<file path="src/rtl/mem_pkg.sv">
// ---------------------------------------------------------------------------
// mem_pkg
// Shared definitions for the instruction/data memory arbiter:
//   - XLEN          : datapath width of addresses and data.
//   - WIDTH_*       : encodings of the access-width field (byte/half/word).
//   - arb_state_t   : arbiter states (idle, fetch in flight, data in flight).
// ---------------------------------------------------------------------------
package mem_pkg;

  localparam int XLEN = 32;

  localparam logic [1:0] WIDTH_BYTE = 2'b00;
  localparam logic [1:0] WIDTH_HALF = 2'b01;
  localparam logic [1:0] WIDTH_WORD = 2'b10;

  typedef enum logic [1:0] {
    IDLE   = 2'b00,
    BUSY_I = 2'b01,
    BUSY_D = 2'b10
  } arb_state_t;

endpackage

</file>
<file path="src/rtl/mem_arbiter.sv">
// ---------------------------------------------------------------------------
// mem_arbiter
// Shares one memory port between the instruction-fetch requester (I) and the
// memory-stage data requester (D). Each side keeps its own req/ack handshake.
// D wins contention by default; after STARVE_LIMIT consecutive lost
// arbitrations by a pending I request, I is forced to win.
// Ports:
//   clk, reset                         : clock, synchronous active-high reset.
//   i_req, i_addr                      : fetch read request (held until i_ack).
//   i_ack, i_data                      : fetch completion pulse and read data.
//   d_req, d_addr, d_write, d_wdata,
//   d_extend, d_width                  : data request (held until d_ack).
//   d_ack, d_rdata                     : data completion pulse and load data.
//   m_req, m_addr, m_write, m_wdata,
//   m_extend, m_width                  : registered request to memory.
//   m_ack, m_rdata                     : memory completion pulse and read data.
//   busy                               : a transaction is in flight.
//   grant_d                            : the in-flight transaction belongs to D.
// ---------------------------------------------------------------------------
module mem_arbiter
  import mem_pkg::*;
#(
  parameter int STARVE_LIMIT = 4
) (
  input  logic            clk,
  input  logic            reset,
  input  logic            i_req,
  input  logic [XLEN-1:0] i_addr,
  output logic            i_ack,
  output logic [XLEN-1:0] i_data,
  input  logic            d_req,
  input  logic [XLEN-1:0] d_addr,
  input  logic            d_write,
  input  logic [XLEN-1:0] d_wdata,
  input  logic            d_extend,
  input  logic [1:0]      d_width,
  output logic            d_ack,
  output logic [XLEN-1:0] d_rdata,
  output logic            m_req,
  output logic [XLEN-1:0] m_addr,
  output logic            m_write,
  output logic [XLEN-1:0] m_wdata,
  output logic            m_extend,
  output logic [1:0]      m_width,
  input  logic            m_ack,
  input  logic [XLEN-1:0] m_rdata,
  output logic            busy,
  output logic            grant_d
);

  localparam int              CNT_W     = $clog2(STARVE_LIMIT + 1);
  localparam logic [CNT_W-1:0] LIMIT_CNT = CNT_W'(STARVE_LIMIT);

  arb_state_t       state;
  arb_state_t       state_next;
  logic [CNT_W-1:0] starve_cnt;
  logic             aborted;
  logic             pick_i;
  logic             pick_d;
  logic             owner_req;

  // Arbitration: only meaningful in IDLE; D wins unless I has starved long enough.
  always_comb begin
    pick_i = 1'b0;
    pick_d = 1'b0;
    if (state == IDLE) begin
      if (i_req && (!d_req || (starve_cnt == LIMIT_CNT))) begin
        pick_i = 1'b1;
      end else if (d_req) begin
        pick_d = 1'b1;
      end else begin
        pick_i = 1'b0;
        pick_d = 1'b0;
      end
    end else begin
      pick_i = 1'b0;
      pick_d = 1'b0;
    end
  end

  // Request line of whichever side owns the in-flight transaction (abort watch).
  always_comb begin
    owner_req = 1'b0;
    case (state)
      BUSY_I:  owner_req = i_req;
      BUSY_D:  owner_req = d_req;
      default: owner_req = 1'b0;
    endcase
  end

  // State register.
  always_ff @(posedge clk) begin
    if (reset) begin
      state <= IDLE;
    end else begin
      state <= state_next;
    end
  end

  // Next-state logic: a transaction always runs to m_ack, then returns to IDLE.
  always_comb begin
    state_next = state;
    case (state)
      IDLE: begin
        if (pick_i) begin
          state_next = BUSY_I;
        end else if (pick_d) begin
          state_next = BUSY_D;
        end else begin
          state_next = IDLE;
        end
      end
      BUSY_I, BUSY_D: begin
        if (m_ack) begin
          state_next = IDLE;
        end else begin
          state_next = state;
        end
      end
      default: state_next = IDLE;
    endcase
  end

  // Output decode: acks are combinational from m_ack, status flags come from the state register.
  always_comb begin
    i_ack   = 1'b0;
    d_ack   = 1'b0;
    busy    = (state != IDLE);
    grant_d = (state == BUSY_D);
    // An aborted transaction completes silently; reset suppresses a late ack.
    if (!reset && m_ack && owner_req && !aborted) begin
      i_ack = (state == BUSY_I);
      d_ack = (state == BUSY_D);
    end else begin
      i_ack = 1'b0;
      d_ack = 1'b0;
    end
  end

  // Read data is shared; only the matching ack qualifies it.
  assign i_data  = m_rdata;
  assign d_rdata = m_rdata;

  // Memory-side request latch: loaded at grant, held stable until m_ack.
  always_ff @(posedge clk) begin
    if (reset) begin
      m_req    <= 1'b0;
      m_addr   <= {XLEN{1'b0}};
      m_write  <= 1'b0;
      m_wdata  <= {XLEN{1'b0}};
      m_extend <= 1'b0;
      m_width  <= WIDTH_BYTE;
    end else if (pick_i) begin
      m_req    <= 1'b1;
      m_addr   <= i_addr;
      m_write  <= 1'b0;
      m_wdata  <= {XLEN{1'b0}};
      m_extend <= 1'b0;
      m_width  <= WIDTH_WORD;
    end else if (pick_d) begin
      m_req    <= 1'b1;
      m_addr   <= d_addr;
      m_write  <= d_write;
      m_wdata  <= d_wdata;
      m_extend <= d_extend;
      m_width  <= d_width;
    end else if (busy && m_ack) begin
      m_req    <= 1'b0;
    end else begin
      m_req    <= m_req;
    end
  end

  // Abort flag: sticky once the owner drops its request, cleared on return to IDLE.
  always_ff @(posedge clk) begin
    if (reset) begin
      aborted <= 1'b0;
    end else if ((state == IDLE) || m_ack) begin
      aborted <= 1'b0;
    end else if (!owner_req) begin
      aborted <= 1'b1;
    end else begin
      aborted <= aborted;
    end
  end

  // Starvation counter: counts IDLE cycles where a pending fetch loses to D.
  always_ff @(posedge clk) begin
    if (reset) begin
      starve_cnt <= {CNT_W{1'b0}};
    end else if (state == IDLE) begin
      if (!i_req || pick_i) begin
        starve_cnt <= {CNT_W{1'b0}};
      end else if (pick_d && (starve_cnt != LIMIT_CNT)) begin
        starve_cnt <= starve_cnt + {{(CNT_W-1){1'b0}}, 1'b1};
      end else begin
        starve_cnt <= starve_cnt;
      end
    end else begin
      starve_cnt <= starve_cnt;
    end
  end

endmodule

</file>
<file path="config.mk">
export PLATFORM = sky130hd
export DESIGN_NAME = mem_arbiter
export DESIGN_NICKNAME = d
export VERILOG_FILES = /design/src/rtl/mem_pkg.sv /design/src/rtl/mem_arbiter.sv
export SDC_FILE = /design/constraint.sdc
export NUM_CORES = 1
export LEC_CHECK = 0
export ABC_AREA = 1
export CELL_PAD_IN_SITES_DETAIL_PLACEMENT = 1
export CELL_PAD_IN_SITES_GLOBAL_PLACEMENT = 1
export CORE_MARGIN = 10
export CORE_UTILIZATION = 25
export CTS_CLUSTER_DIAMETER = 100
export DETAILED_ROUTE_END_ITERATION = 6
export GPL_TIMING_DRIVEN = 0
export MAX_ROUTING_LAYER = met4
export PLACE_DENSITY_LB_ADDON = 0.1
export SYNTH_ARGS = -nofsm -noshare
export SYNTH_HDL_FRONTEND = slang
export SYNTH_SLANG_ARGS = --single-unit
</file>
<file path="constraint.sdc">
create_clock -name clk -period 2.8 [get_ports clk]
set_input_delay 0.28 -clock clk [delete_from_list [all_inputs] [get_ports clk]]
set_output_delay 0.28 -clock clk [all_outputs]
set_load 0.01 [all_outputs]
</file>
Yosys cells after proc, flatten, opt, wreduce, memory -nomap -nowiden
Cells that the tools add are included.
Word-level totals
  register bits after elaboration: 75
  bits of input ports: 137
  output and inout port bits: 137
  logic and storage cells: 59
Cells by class
  $add $sub $neg: 1
  equal/unequal tests: 5
  muxes and demuxes: 21
  reductions and logical operators: 22
Operators by type and width (count)
  $mux 32: 2
  $mux 1: 10
  $mux 2: 5
  $logic_and 1x1->1: 6
  $mux 3: 2
  $reduce_bool 2->1: 3
  $reduce_or 2->1: 3
  $logic_not 1->1: 4
  $pmux 2 s2: 1
  $add 3x1->3 const B: 1
  $eq 3x3->1 const B: 1
  $logic_or 1x1->1: 3
  $ne 3x3->1 const B: 1
  $reduce_bool 3->1: 1
  $eq 2x1->1 const B: 1
  $eq 2x2->1 const B: 1
  $logic_not 2->1: 1
  $ne 2x2->1 const B: 1
  $pmux 1 s2: 1
  $reduce_and 2->1: 1

Longest topological paths before layout
  word-level depth: 8
  mapped depth: 10
  mapped depth without buffers: 9

Worst setup path before layout
Ideal clock, no wire load.
  kind: register to output
  start point: register state[0]
  end point: output d_ack
  arrival: 1.088 ns
  data required time: 2.520 ns
  setup slack: 1.432 ns
  cell stages (with the launch flop): 7
  buffers on the path: 0
  cell sequence: dfxtp_1 inv_1 ha_1 inv_1 nor2_1 nand4_1 nor2_1
On the way
  word-level cells in the longest chain between the ends: 5
  elaborated cells between the ends (all ways): 6
  those cells by class: eq/ne (2); mux (2); reduce/logical (2)
RTL lines
  start: declaration: line mem_arbiter.sv:54  | arb_state_t state;
  start signal: assignment: line mem_arbiter.sv:96  | state <= state_next;
  $eq 2x2->1 or $eq 2x1->1 (tied branches): line mem_arbiter.sv:84, mem_arbiter.sv:133
  $pmux 1 s2: line mem_arbiter.sv:84  | case (state)
  $logic_and 1x1->1 (2 in a row): line mem_arbiter.sv:131  | if (!reset && m_ack && owner_req && !aborted) begin
  $mux 1 (*): line mem_arbiter.sv:131
  end: declaration: line mem_arbiter.sv:37  | output logic d_ack,
Every way passes the cells marked *; elsewhere a longest branch is shown, timed or not.

Worst setup path in the final report
  start point: input reset
  end point: output d_ack
On the way
  word-level cells in the longest chain between the ends: 5
RTL lines
  start: declaration: line mem_arbiter.sv:26  | input logic reset,
  $logic_not 1->1: line mem_arbiter.sv:131
  $logic_and 1x1->1 (3 in a row): line mem_arbiter.sv:131
  $mux 1: line mem_arbiter.sv:131
No other way between the ends.

==> summary.md <==
| Metric | Value |
|---|---|
| Outcome | `finished, final reports clean` |
| # diodes | `0` |
| Vias per cell | `4.45` |
| DIE HEIGHT | `146 µm` |
| Initial DRC count | `86` |
| Startpoint types | `input port` |
| Num Clock Sinks | `75` |
| Layout cells sized above 1 | `0.175` |
| Placer Congestion | `0.782` |
| Syn_nets | `673` |
| Post-synthesis sequential area ratio | `0.378` |
| DP Area | `6650 µm²` |
| Most frequent cells in the layout | `clkdlybuf4s50_1, nand2_1, nand3_1` |
| Area Growth Syn to Fin | `75.2%` |
| Global route overflow | `0` |
| Initial core utilization | `0.258` |
| Post-synthesis mux area share | `0` |
| DRC viols | `0` |
| Adder-cell share of the synthesized area | `0.0158` |
| Req. time, crit path | `2.52 ns` |
| Crit path kind | `in2out` |
| RSZ-0062 raised after global routing | `no` |
| Clock skew | `around 0.0086 ns` |
| Hold Vio Cnt, Final | `0` |
| Period minus WS final | `2.48 ns` |
| Worst-Margin Slew | `0.541 ns` |
| Psw | `approximately 1.1 mW` |
| H-tree levels | `3` |
| Synth Area in Simple Gates | `0.315` |
| Clock Pin Slew Worst Setup and Hold Paths | `0.06 ns` |
| Switching power share of the total | `0.310` |
| Post-Route WL | `around 18000 µm` |
| Synth Warn # | `0` |
| Compound-Gate Fraction of Synth Area | `0.0728` |
| Cts repair resizes | `0` |
| Clk pwr share | `0.343` |
| Via count | `roughly 4400` |
| Static leakage power | `2.98 nW` |
| Setup tns final | `0 ns` |
| Post-route cell area | `6950 µm²` |
| Mapped Area | `3970 µm²` |
| Final Max Tran Viols | `0` |
| Comb pwr share | `0.315` |
| Number of global-route vias before repair | `4947` |
| Worst setup EP type | `output pin` |
| Largest net degree at the start of global routing | `16` |
| Met1 Use GR | `0.181` |
| Post-DP HPWL | `14400 µm` |
| XOR/XNOR Fraction of Synth Area | `0` |
| Critical path peak fanout | `10` |
| Avg Cell Area, Syn | `7.47 µm²` |
| Final setup viols | `0` |
| Final ANT Viol Nets | `0` |
| Final total power | `between 3 and 4 mW` |
| Worst Hold Launch | `m_wdata[18]$_SDFFE_PP0N_` |
| Seq pwr share | `0.342` |
| Tot GR Track Use | `0.168` |
| Max Root-Sink Buffers | `2` |
| MaxCap Viol Count | `0` |
| WL/cell | `17.9 µm` |
| Die ar. | `21300 µm²` |
| Worst r2r src | `state[0]$_SDFFE_PP0P_` |
| Fin crit share | `0.885` |
| Post-CTS Hold Fix Bufs | `0` |
| PortBufs | `between 200 and 250` |
| Syn Inst Count | `~530` |
| Pre-antenna DRT Iters | `4` |
| R2R Setup Slk | `1.07 ns` |
| Crit path DAT | `2.20 ns` |
| CTS root buf | `clkbuf_16` |
| M3 GR Usage | `0.0730` |
| Area of the core | `15400 µm²` |
| Most Crowded Layer GR | `met2` |
| Final net count | `~930` |
| FP Rows | `45` |
| Number of buffers created by CTS | `9` |
| CP Launch Point | `reset` |
| Worst VDD drop | `271 µV` |
| Max-slew headroom | `0.639` |
| Die W | `146 µm` |
| Antenna violations before repair | `0` |
| # IOs | `between 200 and 300` |
| TritonCTS clock tree | `done` |
| Cell area power density | `around 510 nW/µm²` |
| Max Fclk | `0.403 GHz` |
| Largest family of logic cells by synthesized area | `simple AND/OR/NAND/NOR gates` |
| Clk Latency, worst-skew pair | `0.35 ns` |
| Cell-internal power | `between 2 and 2.5 mW` |
| Post-synth cell types | `21` |
| Number of synthesized register bits | `75` |
| Worst Hold Class | `reg2reg` |
| Routing usage on met2 | `0.283` |
| Commonest non-fill, non-tap cell in the layout | `clkdlybuf4s50_1` |
| First-pass GRT wire length | `between 20000 and 30000 µm` |
| Post-CTS setup buffer count | `0` |
-- metrics by stage --
step | setup WS, ns | util | hold WS, ns | instances
after global placement | 0.316 | 0.432 | 0.448 | 983
after detailed placement | 0.312 | 0.432 | 0.452 | 983
final | 0.322 | 0.452 | 0.460 | 999
after global routing | 0.145 | 0.452 | 0.481 | 999
after floorplan | 1.43 | - | 0.349 | 531
after CTS | 0.308 | 0.452 | 0.462 | 999
-- cell usage after synthesis --
library cell	instances	area, µm²
a21oi_1	31	155
a21oi_2	10	87.6
buf_1	2	7.51
buf_2	25	125
buf_4	66	495
buf_6	5	56.3
clkbuf_1	4	15.0
clkinv_1	1	3.75
dfxtp_1	75	1500
ha_1	5	62.6
inv_1	42	158
inv_2	1	3.75
nand2_1	112	420
nand2_2	1	6.26
nand2_4	2	22.5
nand3_1	94	470
nand3_2	11	110
nand4_1	33	206
nor2_1	4	15.0
o21ai_0	6	30.0
o21ai_4	1	16.3
-- critical path, cell delays in order --
cell	delay (ns)
clkdlybuf4s50_1	0.42
clkinv_1	0.15
clkbuf_1	0.43
nand4_1	0.20
nor2_1	0.13
clkdlybuf4s50_1	0.59
-- final cells by class --
cell class | count | area (µm²)
timing repair buffer | 241 | 2410
clock inverter | 7 | 81.3
sequential | 75 | 1500
buffer | 102 | 699
multi-input combinational | 310 | 1600
fill | 1841 | 8420
tap | 211 | 264
inverter | 44 | 165
clock buffer | 9 | 225
-- power by group through the flow --
| stage | clock network, mW | registers [mW] | logic [mW] |
|---|---|---|---|
| 2_1_floorplan | 0 | 1.27 | 0.500 |
| 3_3_place_gp | 0 | 1.23 | 1.11 |
| 3_5_place_dp | 0 | 1.23 | 1.13 |
| 4_1_cts | 1.26 | 1.21 | 1.14 |
| 5_1_grt | 1.31 | 1.22 | 1.23 |
| 6_report | 1.22 | 1.21 | 1.12 |
-- registers in the layout, summed over array words and instances, names as in the netlist --
signal and flops:
m_write 1, m_width 2, m_extend 1, aborted 1
m_addr 32, m_wdata 32, starve_cnt 3, state 2
m_req 1
-- worst paths after layout --
path / depth (start not counted) / endpoint
hold reg to reg: 2 / m_wdata[18]$_SDFFE_PP0N_
setup reg to reg: 8 / m_addr[14]$_SDFFE_PP0P_
hold / removal: 2 / m_wdata[18]$_SDFFE_PP0N_
setup / recovery: 6 / d_ack
-- per-layer routing --
layer | vias to the layer above | share of wire
li1 | 2184 | -
met1 | 2099 | 0.41
met2 | 154 | 0.50
met3 | 10 | 0.081
met4 | 0 | 0.0091
met5 | - | 0
-- cell families (layout without fill, tap and decap cells) --
group | Yosys count | after routing
buffers and inverters | 146 | 403
adders and majority gates | 5 | 5
AOI/OAI and AO/OA | 48 | 48
DFF | 75 | 75
and+or+nand+nor | 257 | 257
Power figures use the tool's default switching activity.
